--- config.mk ---
export PLATFORM = sky130hd
export DESIGN_NAME = thermostat_ctrl
export DESIGN_NICKNAME = d
export VERILOG_FILES = /design/src/rtl/thermostat_ctrl.sv
export SDC_FILE = /design/constraint.sdc
export NUM_CORES = 1
export LEC_CHECK = 0
export CAP_MARGIN = 20
export CELL_PAD_IN_SITES_DETAIL_PLACEMENT = 0
export CELL_PAD_IN_SITES_GLOBAL_PLACEMENT = 2
export CORE_UTILIZATION = 37
export DETAILED_ROUTE_END_ITERATION = 8
export GPL_ROUTABILITY_DRIVEN = 0
export PLACE_DENSITY = 0.95
export SLEW_MARGIN = 5
export SYNTH_ARGS = -nofsm -noshare
export SYNTH_HDL_FRONTEND = slang
export SYNTH_SLANG_ARGS = --single-unit
--- constraint.sdc ---
create_clock -name clk -period 5.62 [get_ports clk]
set_input_delay 1.686 -clock clk [delete_from_list [all_inputs] [get_ports clk]]
set_output_delay 1.686 -clock clk [all_outputs]
set_load 0.005 [all_outputs]
--- src/rtl/thermostat_ctrl.sv ---
// rtl/thermostat_ctrl.sv - thermostat core: sampling, setpoint edit, hysteresis compare, heat/cool FSM
module thermostat_ctrl #(
  parameter int unsigned TEMP_W      = 8,
  parameter int unsigned TEMP_MIN    = 50,
  parameter int unsigned TEMP_MAX    = 90,
  parameter int unsigned DEFAULT_SET = 72,
  parameter int unsigned HYST        = 1,
  parameter int unsigned MIN_RUN_CYC = 4,
  parameter int unsigned MIN_OFF_CYC = 3,
  parameter int unsigned STALE_CYC   = 16
) (
  input  logic              clk,
  input  logic              Reset,
  input  logic              temp_valid,
  input  logic [TEMP_W-1:0] temp_in,
  input  logic              Set,
  input  logic              Up,
  input  logic              Down,
  input  logic [1:0]        mode,
  output logic [TEMP_W-1:0] cur_temp,
  output logic [TEMP_W-1:0] setpoint,
  output logic [TEMP_W-1:0] edit_temp,
  output logic              editing,
  output logic              heat_on,
  output logic              cool_on,
  output logic [1:0]        state,
  output logic              fault
);

  localparam int unsigned STALE_W = $clog2(STALE_CYC + 1);
  localparam int unsigned RUN_W   = $clog2(MIN_RUN_CYC + 1);
  localparam int unsigned OFF_W   = $clog2(MIN_OFF_CYC + 1);

  localparam logic [1:0] MODE_OFF  = 2'd0;
  localparam logic [1:0] MODE_HEAT = 2'd1;
  localparam logic [1:0] MODE_COOL = 2'd2;
  localparam logic [1:0] MODE_AUTO = 2'd3;

  typedef enum logic [1:0] {
    ST_IDLE    = 2'd0,
    ST_HEAT    = 2'd1,
    ST_COOL    = 2'd2,
    ST_LOCKOUT = 2'd3
  } state_t;

  state_t              state_q, state_d;
  logic [TEMP_W-1:0]   cur_temp_q, cur_temp_d;
  logic                have_temp_q, have_temp_d;
  logic [STALE_W-1:0]  stale_cnt_q, stale_cnt_d;
  logic [TEMP_W-1:0]   setpoint_q, setpoint_d;
  logic [TEMP_W-1:0]   edit_temp_q, edit_temp_d;
  logic                editing_q, editing_d;
  logic [RUN_W-1:0]    run_cnt_q, run_cnt_d;
  logic [OFF_W-1:0]    off_cnt_q, off_cnt_d;

  logic                fault_w;
  logic                cold, hot, run_done;
  logic [TEMP_W:0]     cur_ext, sp_ext, hyst_ext;

  assign fault_w  = (stale_cnt_q == STALE_W'(STALE_CYC));
  assign run_done = (run_cnt_q >= RUN_W'(MIN_RUN_CYC));

  // One extra bit keeps setpoint +/- HYST from wrapping near either end of the range
  assign cur_ext  = {1'b0, cur_temp_q};
  assign sp_ext   = {1'b0, setpoint_q};
  assign hyst_ext = (TEMP_W + 1)'(HYST);
  assign cold     = (cur_ext + hyst_ext) <= sp_ext;
  assign hot      = cur_ext >= (sp_ext + hyst_ext);

  // Sample capture and stale-sensor counter (saturating)
  always_comb begin
    cur_temp_d  = cur_temp_q;
    have_temp_d = have_temp_q;
    stale_cnt_d = stale_cnt_q;
    if (temp_valid) begin
      cur_temp_d  = temp_in;
      have_temp_d = 1'b1;
      stale_cnt_d = '0;
    end else if (!fault_w) begin
      stale_cnt_d = stale_cnt_q + 1'b1;
    end
  end

  // Setpoint editing: Set wins over Up/Down, simultaneous Up+Down is ignored
  always_comb begin
    setpoint_d  = setpoint_q;
    edit_temp_d = edit_temp_q;
    editing_d   = editing_q;
    if (Set) begin
      if (editing_q) begin
        setpoint_d = edit_temp_q;
        editing_d  = 1'b0;
      end
    end else if (Up && !Down) begin
      editing_d = 1'b1;
      if (edit_temp_q < TEMP_W'(TEMP_MAX)) edit_temp_d = edit_temp_q + 1'b1;
    end else if (Down && !Up) begin
      editing_d = 1'b1;
      if (edit_temp_q > TEMP_W'(TEMP_MIN)) edit_temp_d = edit_temp_q - 1'b1;
    end
  end

  // Demand FSM next-state plus run/off timers that restart on every state change
  always_comb begin
    state_d   = state_q;
    run_cnt_d = run_cnt_q;
    off_cnt_d = off_cnt_q;
    case (state_q)
      ST_IDLE: begin
        if (have_temp_q && !fault_w) begin
          if (cold && (mode == MODE_HEAT || mode == MODE_AUTO))      state_d = ST_HEAT;
          else if (hot && (mode == MODE_COOL || mode == MODE_AUTO))  state_d = ST_COOL;
        end
      end
      ST_HEAT: begin
        if (fault_w) state_d = ST_LOCKOUT;
        else if (run_done && (cur_temp_q >= setpoint_q || mode == MODE_OFF || mode == MODE_COOL))
          state_d = ST_LOCKOUT;
      end
      ST_COOL: begin
        if (fault_w) state_d = ST_LOCKOUT;
        else if (run_done && (cur_temp_q <= setpoint_q || mode == MODE_OFF || mode == MODE_HEAT))
          state_d = ST_LOCKOUT;
      end
      ST_LOCKOUT: begin
        if (off_cnt_q == OFF_W'(MIN_OFF_CYC - 1)) state_d = ST_IDLE;
      end
      default: state_d = ST_IDLE;
    endcase

    if (state_d != state_q) begin
      run_cnt_d = '0;
      off_cnt_d = '0;
    end else begin
      if ((state_q == ST_HEAT || state_q == ST_COOL) && !run_done)
        run_cnt_d = run_cnt_q + 1'b1;
      if (state_q == ST_LOCKOUT && off_cnt_q < OFF_W'(MIN_OFF_CYC))
        off_cnt_d = off_cnt_q + 1'b1;
    end
  end

  // State registers
  always_ff @(posedge clk or negedge Reset) begin
    if (!Reset) begin
      state_q     <= ST_IDLE;
      cur_temp_q  <= '0;
      have_temp_q <= 1'b0;
      stale_cnt_q <= '0;
      setpoint_q  <= TEMP_W'(DEFAULT_SET);
      edit_temp_q <= TEMP_W'(DEFAULT_SET);
      editing_q   <= 1'b0;
      run_cnt_q   <= '0;
      off_cnt_q   <= '0;
    end else begin
      state_q     <= state_d;
      cur_temp_q  <= cur_temp_d;
      have_temp_q <= have_temp_d;
      stale_cnt_q <= stale_cnt_d;
      setpoint_q  <= setpoint_d;
      edit_temp_q <= edit_temp_d;
      editing_q   <= editing_d;
      run_cnt_q   <= run_cnt_d;
      off_cnt_q   <= off_cnt_d;
    end
  end

  assign cur_temp  = cur_temp_q;
  assign setpoint  = setpoint_q;
  assign edit_temp = edit_temp_q;
  assign editing   = editing_q;
  assign heat_on   = (state_q == ST_HEAT);
  assign cool_on   = (state_q == ST_COOL);
  assign state     = state_q;
  assign fault     = fault_w;

endmodule

==> impl_metrics.yaml <==
outcome:
  status: "complete, no violations"
route:
  top_layer: "met4"
  route.met3.wl_microns: 206
  route.met2.wl_microns: 2999
  vias: 2314
  avgRoutedWirePerCell_microns: 14.43
  drcViolationCount: 0
  viasPerCell: 5.235
  drt-initial-drc-count: 72
  ant_nets: 0
  wirelength_microns: 6377
  dr.pass1.iters: 4
  routedLengthMet1_microns: 3108
synthesis:
  synthCells: 289
  synth_edf_count: 0
  synth-async-reset-ratio_pct: 100.0
  ys.flop_type: "dfrtp_1"
  yosysWarnings: 0
  yosysTopAreaCell: "dfrtp_1"
  yosysSeqAreaShare_pct: 32.69
  synth_nets: 350
  yosysMostFrequentCell: "ha_1"
  ys_ff_latch: 38
  ys_types: 52
  ys_top_cells_by_area: "dfrtp_1, ha_1, mux2_2"
  yosys.area.top_type_share_pct: 29.10
  syn_avg_cell_area_sq_um: 10.12
  synthesis.area_sq_mm: 0.002924
  synth_common_cells: "ha_1, dfrtp_1, inv_1"
pwr:
  pwr-share-seq_pct: 27.9
  clockPowerShare_pct: 15.9
  peakVddDrop_mv: 0.2514
  power.share.combinational_pct: 56.2
  netSwitchingFraction_pct: 40.79
  p_sw_uw: 735.9
  internal-power_uw: 1068
  power_leakage_uw: 0.001565
  power_density_mw_per_mm2: 497.3
final_layout:
  fillerInstances: 746
  finalNetCount: 400
  drive_gt1_share_pct: 12.35
  num_antenna_cells: 0
  fin_area_sq_mm: 0.003627
  area_growth_pct: 24.05
grt:
  grt_max_degree: 39
  grt_first_pass_wirelength_microns: 11240
  grt_pass1_vias: 2307
  grt-ovfl-total: 0
  grt_usage_pct: 16.83
  antenna_found_initial: 0
sta:
  drv_slew: 0
  setup_viol: 0
  rsz0062_at_grt: "false"
  final_hold_viol_count: 0
  worstMarginPinSlew_ns: 0.8618
  fin_skew_ns: 0.006967
  final_min_period_over_clock_period_pct: 69.33
  fmax_mhz: 256.6
  fin_hold_ws_ns: 0.5191
  setup_ws_ns: 1.723
  fin_crit_ns: 3.897
  timing.slew.headroom_pct: 42.54
  setup_tns_ns: 0
clock_network:
  clkTransAtPathRegs_ns: 0.09
  cts.sinks: 38
  postCtsSetupBuffers: 0
  cts_htree_levels: 2
  cts_buffers: 5
  insertion_delay_ns: 0.30
  cts_tree: "built"
  holdBufCountCts: 0
  root_buffer: "clkbuf_8"
  clk_path_buf_depth: 2
  cts_resized: 0
setup_path:
  path_delay_family: "buffers and inverters"
  crit_buf_inv: 3
  cp_max_fo: 9
  cp-start-kind: "input pin"
  cpPeakStageDelay_ns: 0.48
  required_ns: 5.81
  path_class: "in -> reg"
  cp.arrival_ns: 4.09
  cp-end-kind: "register"
  worstPathCellList: "clkdlybuf4s50_1 -> inv_1 -> ha_1 -> inv_1 -> ha_1 -> a21oi_1 -> o211ai_1 -> o41ai_1 -> xnor2_1 -> nand2_1 -> xnor2_1"
  cp_slowest_cell: "clkdlybuf4s50_1"
placement:
  placed_area_sq_mm: 0.003490
  port_buffers: 45
  hpwlAfterDp_microns: 5015
  pre_cts_slack_ns: 1.396
floorplan:
  dieArea_sq_mm: 0.008262
  fp.dieH_microns: 90.90
  row_count: 32
  io_pins: 46
  coreArea_sq_mm: 0.007687
  initial_utilization_pct: 38.04
  die_w_microns: 90.90
worst_hold_path:
  hold_class: "reg -> reg"
job:
  drv_cap: 0
## cell families (layout without fill, tap and decap cells)
group,after synthesis,after routing,synth area share (%)
flops,38,38,32.69
simple gates,76,76,13.48
compound gates,55,55,15.15
fa+ha+maj,45,45,19.51
xor+xnor,26,26,7.788
mux,20,20,7.660
buf+inv,29,80,3.723
## routing by layer
metal,track usage [%],up-vias
met5,0,-
met4,3.968,0
met3,2.778,5
met2,28.22,36
met1,22.59,1121
li1,-,1152
## flip-flops by register name (all words and copies together), names as in the netlist
register	flops
setpoint	8
editing	1
off_cnt_q	2
edit_temp	8
state	2
stale_cnt_q	5
have_temp_q	1
cur_temp	8
run_cnt_q	3
## metrics by stage
step                cells  utilization (%)  total power (uW)
floorplan             289                -              1167
global placement      434            45.39              1502
detailed placement    434            45.39              1525
CTS                   442            47.18              1822
global route          442            47.18              1972
finish                442            47.18              1804
## power by group through the flow
stage                     Combinational, uW  Sequential (uW)  Clock, uW
after global routing                   1140              525        304
final                                  1010              503        287
after floorplan                         690              477          0
after detailed placement               1010              512          0
after CTS                              1020              507        294
after global placement                  990              512          0
## cell type report
class | count | area (sq um) | area share, %
clock buffers | 5 | 68.82 | 1.897
clock inverters | 3 | 68.82 | 1.897
inverters | 27 | 101.3 | 2.794
multi-input cells | 222 | 1859 | 51.26
flip-flops and latches | 38 | 955.9 | 26.35
well taps | 102 | 127.6 | 3.518
repair buffers | 45 | 445.4 | 12.28
## placed cells by master, fill, tap and decap left out, types with 2 or more instances in the layout
master,instances
nand4_1,5
inv_1,26
clkdlybuf4s50_1,44
clkbuf_8,5
dfstp_2,4
o31a_1,2
o211ai_1,4
xor2_1,6
o21ai_0,6
bufinv_16,2
or3_1,2
o21bai_1,2
nand3_1,12
xnor2_1,20
ha_1,44
mux2_2,19
dfrtp_1,34
o31ai_1,2
and3_1,2
nor4_1,6
a211o_1,2
a21o_1,3
o221ai_1,2
a211oi_1,3
nand2_1,12
nor2_1,19
nand2b_1,3
a21oi_1,14
nor3_1,8
## worst reg2reg max path: stages (launching register included)
cell     delay [ns]
dfrtp_1        0.48
ha_1           0.26
and3_4         0.23
xor2_1         0.16
ha_1           0.26
nand4_1        0.13
a21oi_1        0.08
o41ai_2        0.47
a21oi_1        0.16
nor3_1         0.45
nor4_1         0.13
## worst paths after layout
check	start	cells after the start	endpoint	slack, ns
min in group asynchronous	Reset	1	stale_cnt_q[3]	1.50
worst min-delay path	setpoint[7]	2	setpoint[7]	0.52
worst min register to register	setpoint[7]	2	setpoint[7]	0.52
worst max register to register	cur_temp[1]	10	run_cnt_q[0]	2.68
worst max-delay path	Down	11	edit_temp[7]	1.72
max in group asynchronous	Reset	1	setpoint[7]	3.58
Note: power is estimated with default switching activity, not from simulation.
